--- src/rtl/id_scoreboard.sv ---
// id_scoreboard: decode-stage issue controller.
// Tracks destination registers of in-flight long-latency ops and gates issue
// from ID into EX. It produces the stall/flush pair for the ID/EX register.
// CSR and fence-class ops are serialised: outstanding long ops drain first,
// then issue is held until the serial op retires.
//
// Optional feature macro: SB_WB_BYPASS_EN
//   Defined: a same-cycle writeback removes its register from the RAW/WAW
//            checks and frees one capacity slot, so issue can proceed in the
//            writeback cycle itself.
//   Undefined (default): the hazard checks use registered state only, so
//            issue resumes one cycle after the writeback.
module id_scoreboard #(
  parameter int MAX_OUTSTANDING = 2,
  parameter int CNT_W           = $clog2(MAX_OUTSTANDING + 1)
) (
  input  logic             clk,
  input  logic             arst_n,
  input  logic             issue_valid_i,
  input  logic [4:0]       issue_rs1_i,
  input  logic [4:0]       issue_rs2_i,
  input  logic [4:0]       issue_rd_i,
  input  logic             issue_rf_en_i,
  input  logic             issue_long_i,
  input  logic             issue_serial_i,
  input  logic             ex_flush_i,
  input  logic             wb_valid_i,
  input  logic [4:0]       wb_rd_i,
  input  logic             serial_done_i,
  output logic             stall_o,
  output logic             flush_o,
  output logic [31:0]      pending_o,
  output logic [CNT_W-1:0] outstanding_o,
  output logic             err_o
);

  typedef enum logic [1:0] {
    ST_IDLE,
    ST_WAIT_EMPTY,
    ST_SERIAL
  } state_e;

  localparam logic [CNT_W-1:0] MaxCnt = CNT_W'(MAX_OUTSTANDING);

  state_e           state_q, state_d;
  logic [31:0]      pending_q, pending_d;
  logic [CNT_W-1:0] outstanding_q, outstanding_d;
  logic             err_q, err_d;

  logic             wb_has_rd;
  logic             wb_dec;
  logic [31:0]      wb_clr_mask;
  logic [31:0]      hz_pending;
  logic [CNT_W-1:0] hz_outstanding;
  logic             raw_hz, waw_hz, cap_hz, serial_hz;
  logic             serial_go;
  logic             stall;
  logic             accept;
  logic             set_pend;
  logic             err_pend;
  logic             err_cnt;

  // A writeback only frees a counter slot when something is outstanding.
  assign wb_has_rd = wb_valid_i & (wb_rd_i != 5'd0);
  assign wb_dec    = wb_valid_i & (outstanding_q != '0);
  assign err_cnt   = wb_valid_i & (outstanding_q == '0);

  // One-hot mask of the register being written back this cycle (x0 excluded).
  always_comb begin
    // NOTE: every variable written in a combinational block gets a default
    // first, so no path leaves it unassigned and no latch is inferred.
    wb_clr_mask = '0;
    if (wb_has_rd) begin
      wb_clr_mask[wb_rd_i] = 1'b1;
    end
  end

`ifdef SB_WB_BYPASS_EN
  // Hazard view includes this cycle's writeback.
  assign hz_pending     = pending_q & ~wb_clr_mask;
  assign hz_outstanding = outstanding_q - CNT_W'(wb_dec);
`else
  // Hazard view is the registered state only.
  assign hz_pending     = pending_q;
  assign hz_outstanding = outstanding_q;
`endif

  // Hazard terms and the stall/accept decision.
  always_comb begin
    raw_hz    = ((issue_rs1_i != 5'd0) && hz_pending[issue_rs1_i]) ||
                ((issue_rs2_i != 5'd0) && hz_pending[issue_rs2_i]);
    waw_hz    = issue_rf_en_i && (issue_rd_i != 5'd0) && hz_pending[issue_rd_i];
    cap_hz    = issue_long_i && (hz_outstanding == MaxCnt);
    serial_hz = (state_q != ST_IDLE) || (issue_serial_i && (outstanding_q != '0));
    // The drain has finished and the serial op is still presented: this is
    // its accept cycle, so the serial hold is lifted for exactly this cycle.
    serial_go = (state_q == ST_WAIT_EMPTY) && (outstanding_q == '0) &&
                issue_valid_i && issue_serial_i && !ex_flush_i;
    stall     = issue_valid_i && !ex_flush_i && !serial_go &&
                (raw_hz || waw_hz || cap_hz || serial_hz);
    accept    = issue_valid_i && !stall && !ex_flush_i;
    set_pend  = accept && issue_long_i && issue_rf_en_i && (issue_rd_i != 5'd0);
  end

  // Serialisation FSM next-state logic.
  always_comb begin
    state_d = state_q;
    unique case (state_q)
      ST_IDLE: begin
        if (issue_valid_i && issue_serial_i && !ex_flush_i && (outstanding_q != '0)) begin
          state_d = ST_WAIT_EMPTY;
        end else if (accept && issue_serial_i) begin
          state_d = ST_SERIAL;
        end
      end
      ST_WAIT_EMPTY: begin
        // A redirect or a withdrawn serial op abandons the drain.
        if (ex_flush_i || !issue_valid_i || !issue_serial_i) begin
          state_d = ST_IDLE;
        end else if (serial_go) begin
          state_d = ST_SERIAL;
        end
      end
      ST_SERIAL: begin
        // The serial op is at or past EX, so redirects do not affect it.
        if (serial_done_i) begin
          state_d = ST_IDLE;
        end
      end
      default: state_d = ST_IDLE;
    endcase
  end

  // Pending bitmap update: clear on writeback, set on accepted long op.
  always_comb begin
    pending_d = pending_q;
    err_pend  = 1'b0;
    if (wb_has_rd && !pending_q[wb_rd_i]) begin
      err_pend = 1'b1;
    end
    pending_d = pending_d & ~wb_clr_mask;
    // Applied after the clear so that a same-register set wins.
    if (set_pend) begin
      pending_d[issue_rd_i] = 1'b1;
    end
    pending_d[0] = 1'b0;
  end

  // Outstanding counter and sticky protocol error.
  always_comb begin
    outstanding_d = outstanding_q;
    if (accept && issue_long_i && !wb_dec) begin
      outstanding_d = outstanding_q + CNT_W'(1);
    end else if (!(accept && issue_long_i) && wb_dec) begin
      outstanding_d = outstanding_q - CNT_W'(1);
    end
    err_d = err_q | err_cnt | err_pend;
  end

  // State registers.
  always_ff @(posedge clk or negedge arst_n) begin
    if (!arst_n) begin
      state_q       <= ST_IDLE;
      pending_q     <= '0;
      outstanding_q <= '0;
      err_q         <= 1'b0;
    end else begin
      // NOTE: sequential state uses non-blocking assignments so every flop
      // samples the pre-edge values regardless of statement order.
      state_q       <= state_d;
      pending_q     <= pending_d;
      outstanding_q <= outstanding_d;
      err_q         <= err_d;
    end
  end

  assign stall_o       = stall;
  assign flush_o       = ex_flush_i;
  assign pending_o     = pending_q;
  assign outstanding_o = outstanding_q;
  assign err_o         = err_q;

endmodule

--- config.mk ---
export PLATFORM = sky130hd
export DESIGN_NAME = id_scoreboard
export DESIGN_NICKNAME = d
export VERILOG_FILES = /design/src/rtl/id_scoreboard.sv
export SDC_FILE = /design/constraint.sdc
export NUM_CORES = 1
export LEC_CHECK = 0
export ABC_CLOCK_PERIOD_IN_PS = 7900
export CORE_MARGIN = 5
export CORE_UTILIZATION = 50
export CTS_CLUSTER_SIZE = 8
export DETAILED_ROUTE_END_ITERATION = 12
export GPL_TIMING_DRIVEN = 0
export PLACE_DENSITY = 0.79
export SETUP_SLACK_MARGIN = 0.05
export SLEW_MARGIN = 10
export SYNTH_ARGS = -nofsm -noshare
export SYNTH_HDL_FRONTEND = slang
export SYNTH_SLANG_ARGS = --single-unit
--- constraint.sdc ---
create_clock -name clk -period 7.9 [get_ports clk]
set_input_delay 1.185 -clock clk [delete_from_list [all_inputs] [get_ports clk]]
set_output_delay 1.185 -clock clk [all_outputs]
set_load 0.005 [all_outputs]
==> metrics, run 1 <==
Critical Path AT=about 4.2 ns; Overflow after GRT=0; Worst Setup SP=issue_rs1_i[1]; CORE AREA=slightly below 6000 um2; CP Buf/Inv Count=4; # diodes=0; Setup crit end kind=primary output; crit-path cells=clkdlybuf4s50_1 -> buf_6 -> mux2i_1 -> mux4_2 -> a2111oi_2 -> nor4_1 -> o211a_2 -> a211oi_4 -> buf_6 -> clkdlybuf4s50_1; power share of the clock group=0.276; Final Power=0.582 mW; DRC=0; Port Buffers=56; Synth cell types=48; Worst Tran Pin Value=0.812 ns; Slew HR=0.459; RePlAce Congestion=0.978; EDFF count, synth=0; drt wl/cell=roughly 22 um; H-tree depth=2; unrepaired setup endpoints after global routing=false; met3 WL post-DR=~950 um; Root Buffer=clkbuf_8; yosys warns=0; Syn-to-layout area delta=25.5%; Worst-path clk slew=approximately 0.07 ns; P_leak=approximately 1.4 nW; Mapped Avg Cell Area=10.3 um2; antenna-violating nets left=0; number of I/O pins=66; dpl ws=2.48 ns; Seq pwr share=0.396; vias in the first global route=2,798; fin. max-slew vios=0; vias=2,905; slowest stage delay, CP=around 0.51 ns; post-layout instance area=around 3700 um2; Gate Count Post-Synth=290; Comb power frac=0.328; Fin. Hold Viols=0; clock skew=0.00644 ns; setup TNS=0 ns; clk buf depth=2; worst skew pair latency=a little under 0.3 ns; r2r startpoint=pending_o[10]; Internal=~0.40 mW; CTS tree=done; Starting DRT DRC Count=283; Nets=383; met1 wire length=approximately 3700 um; DRT Pass-1 Iters=5; row cnt=28; chip width=87.3 um; CP Class=in2out; Total Routing Usage GR=0.256; die area=about 7600 um2; Worst R2R Path Depth=11; Yosys top cell by area=dfrtp_1; share of Yosys cell area claimed by the top area cell type=0.302; CP top delay family=buffers and inverters; max_cap viols=0; Post-CTS Setup Repair Bufs=0; Avg Vias per Cell=6.77; Synth Flop Type=dfrtp_1; Synth area leaders=dfrtp_1, mux4_2, o31ai_1; CP max FO=10; Placed Area=3630 um2; Worst Path Required=between 6 and 7 ns; Net Sw Power=0.186 mW; status=completed; Crit path depth=10; Die Ht=87.3 um; largest net degree at the start of global routing=37; Pwr per Cell Area=approximately 160 nW/um2; Worst Setup EP=stall_o; post-layout min period=5.42 ns; routed wire length on met2=4550 um; Seq/Total Area, Yosys=0.302; Fmax=184 MHz; setup violators final=0; Final Cycle Share=0.687; initial antenna violation count=0; r2r setup slk=4.74 ns; syn nets=320; Inserted Clock Buffers=5; VDD IR max=0.000115 V; Startpoint Class=input pin; register bit total from synthesis=36; dpl hpwl=7240 um; Async SR Flop Fraction=1.00; Final Worst Setup Slack=between 2 and 2.5 ns; Total Wirelength=9530 um; sw frac=0.320; clk sink count=36; Post-CTS Hold Fix Bufs=0; Hold Path Class=reg2reg; r2r endpoint=outstanding_o[1]; layout cell share with drive strength beyond 1=0.181; Slowest-stage cell, CP=clkdlybuf4s50_1; post-CTS resize count=0; top routing layer used=met4; initial core utilization=0.510; Post-Synthesis Cell Area=2980 um2; # fillers=~470; first-pass GRT wire length=14,800 um
## power groups by stage
stage | Clock (mW) | Combinational [mW] | Sequential (mW)
after floorplan | 0 | 0.112 | 0.224
after global placement | 0 | 0.188 | 0.232
after detailed placement | 0 | 0.190 | 0.232
after CTS | 0.161 | 0.191 | 0.229
after global routing | 0.169 | 0.205 | 0.233
final | 0.161 | 0.191 | 0.231
## routing by layer
| metal | vias to the layer above | track usage |
|---|---|---|
| li1 | 1264 | - |
| met1 | 1399 | 0.341 |
| met2 | 207 | 0.394 |
| met3 | 35 | 0.0615 |
| met4 | 0 | 0.116 |
| met5 | - | 0 |
## logic make-up (layout without fill, tap and decap cells)
logic type | Yosys count | in the layout | synth area share
other | 1 | 1 | 0.00126
xor gates and xnor gates | 3 | 3 | 0.00881
muxes | 45 | 45 | 0.253
buffers and inverters | 28 | 92 | 0.0704
and+or+nand+nor | 88 | 88 | 0.161
AOI/OAI and AO/OA | 88 | 88 | 0.199
adders and majority gates | 1 | 1 | 0.00419
DFF | 36 | 36 | 0.302
## placed cells by master, fill, tap and decap left out, types with 5 or more instances in the layout
master	n
a21oi_1	7
buf_4	5
buf_6	6
clkbuf_1	7
clkbuf_8	9
clkdlybuf4s50_1	55
dfrtp_1	36
mux2i_1	18
mux4_2	20
nand2_1	19
nand3_1	17
nor2_1	17
nor2b_1	5
o21ai_0	34
o31ai_1	34
## state kept, by name, indices dropped and copies added (netlist names)
signal	flops
outstanding_o	2
state_q	2
pending_o	31
err_o	1
## area by class of cell
class                      instances  area (um2)  share of cell area
multi-input combinational        226        1870               0.500
sequential                        36         901               0.241
timing repair buffer              56         556               0.148
buffer                            24         195              0.0521
tap                               75        93.8              0.0251
clock buffer                       5        68.8              0.0184
clock inverter                     3        42.5              0.0114
inverter                           4        15.0             0.00401
## through the flow
stage                     utilization  hold WS [ns]  std cells
after floorplan                     -         0.461        290
after global placement          0.622         0.464        421
after detailed placement        0.621         0.466        421
after CTS                       0.640         0.483        429
after global routing            0.640         0.505        429
final                           0.640         0.476        429
## worst min-delay path, delay by kind of cell (launching register included)
kind               cells  cell delay, ns
and+or+nand+nor        1            0.06
AOI/OAI and AO/OA      1            0.04
DFF                    1            0.34
## worst min path at each step
| stage | start | to | slack [ns] | depth (start not counted) |
|---|---|---|---|---|
| final | err_o | err_o | 0.48 | 2 |
| after global routing | err_o | err_o | 0.50 | 2 |
| after CTS | err_o | err_o | 0.48 | 2 |
| after detailed placement | err_o | err_o | 0.47 | 2 |
| after global placement | err_o | err_o | 0.46 | 2 |
| after floorplan | state_q[1] | state_q[1] | 0.46 | 2 |
## cells in the mapped netlist, types with 5 or more instances
| cell type | instances |
|---|---|
| dfrtp_1 | 36 |
| o21ai_0 | 34 |
| o31ai_1 | 34 |
| mux4_2 | 20 |
| nand2_1 | 19 |
| mux2i_1 | 18 |
| nand3_1 | 17 |
| nor2_1 | 17 |
| a21oi_1 | 7 |
| clkbuf_1 | 7 |
| buf_6 | 6 |
| buf_4 | 5 |
| nor2b_1 | 5 |
(Power assumes the default switching activity.)
==> run 2, diff against run 1 <==
- ABC_CLOCK_PERIOD_IN_PS: 7900 -> 5300
- clock period: 7.9 -> 5.3 ns (I/O delays scaled with it)
==> results of run 2 <==
The final DEF is identical to that of run 1. Status: completed.
Among the figures that moved: setup slack after placement 2.48 ns -> 0.658 ns; setup slack after layout 2.48 ns -> 0.656 ns; register-to-register setup slack 4.74 ns -> 2.14 ns; total power 0.582 mW -> 0.868 mW; worst IR drop on VDD 0.000115 V -> 0.000171 V
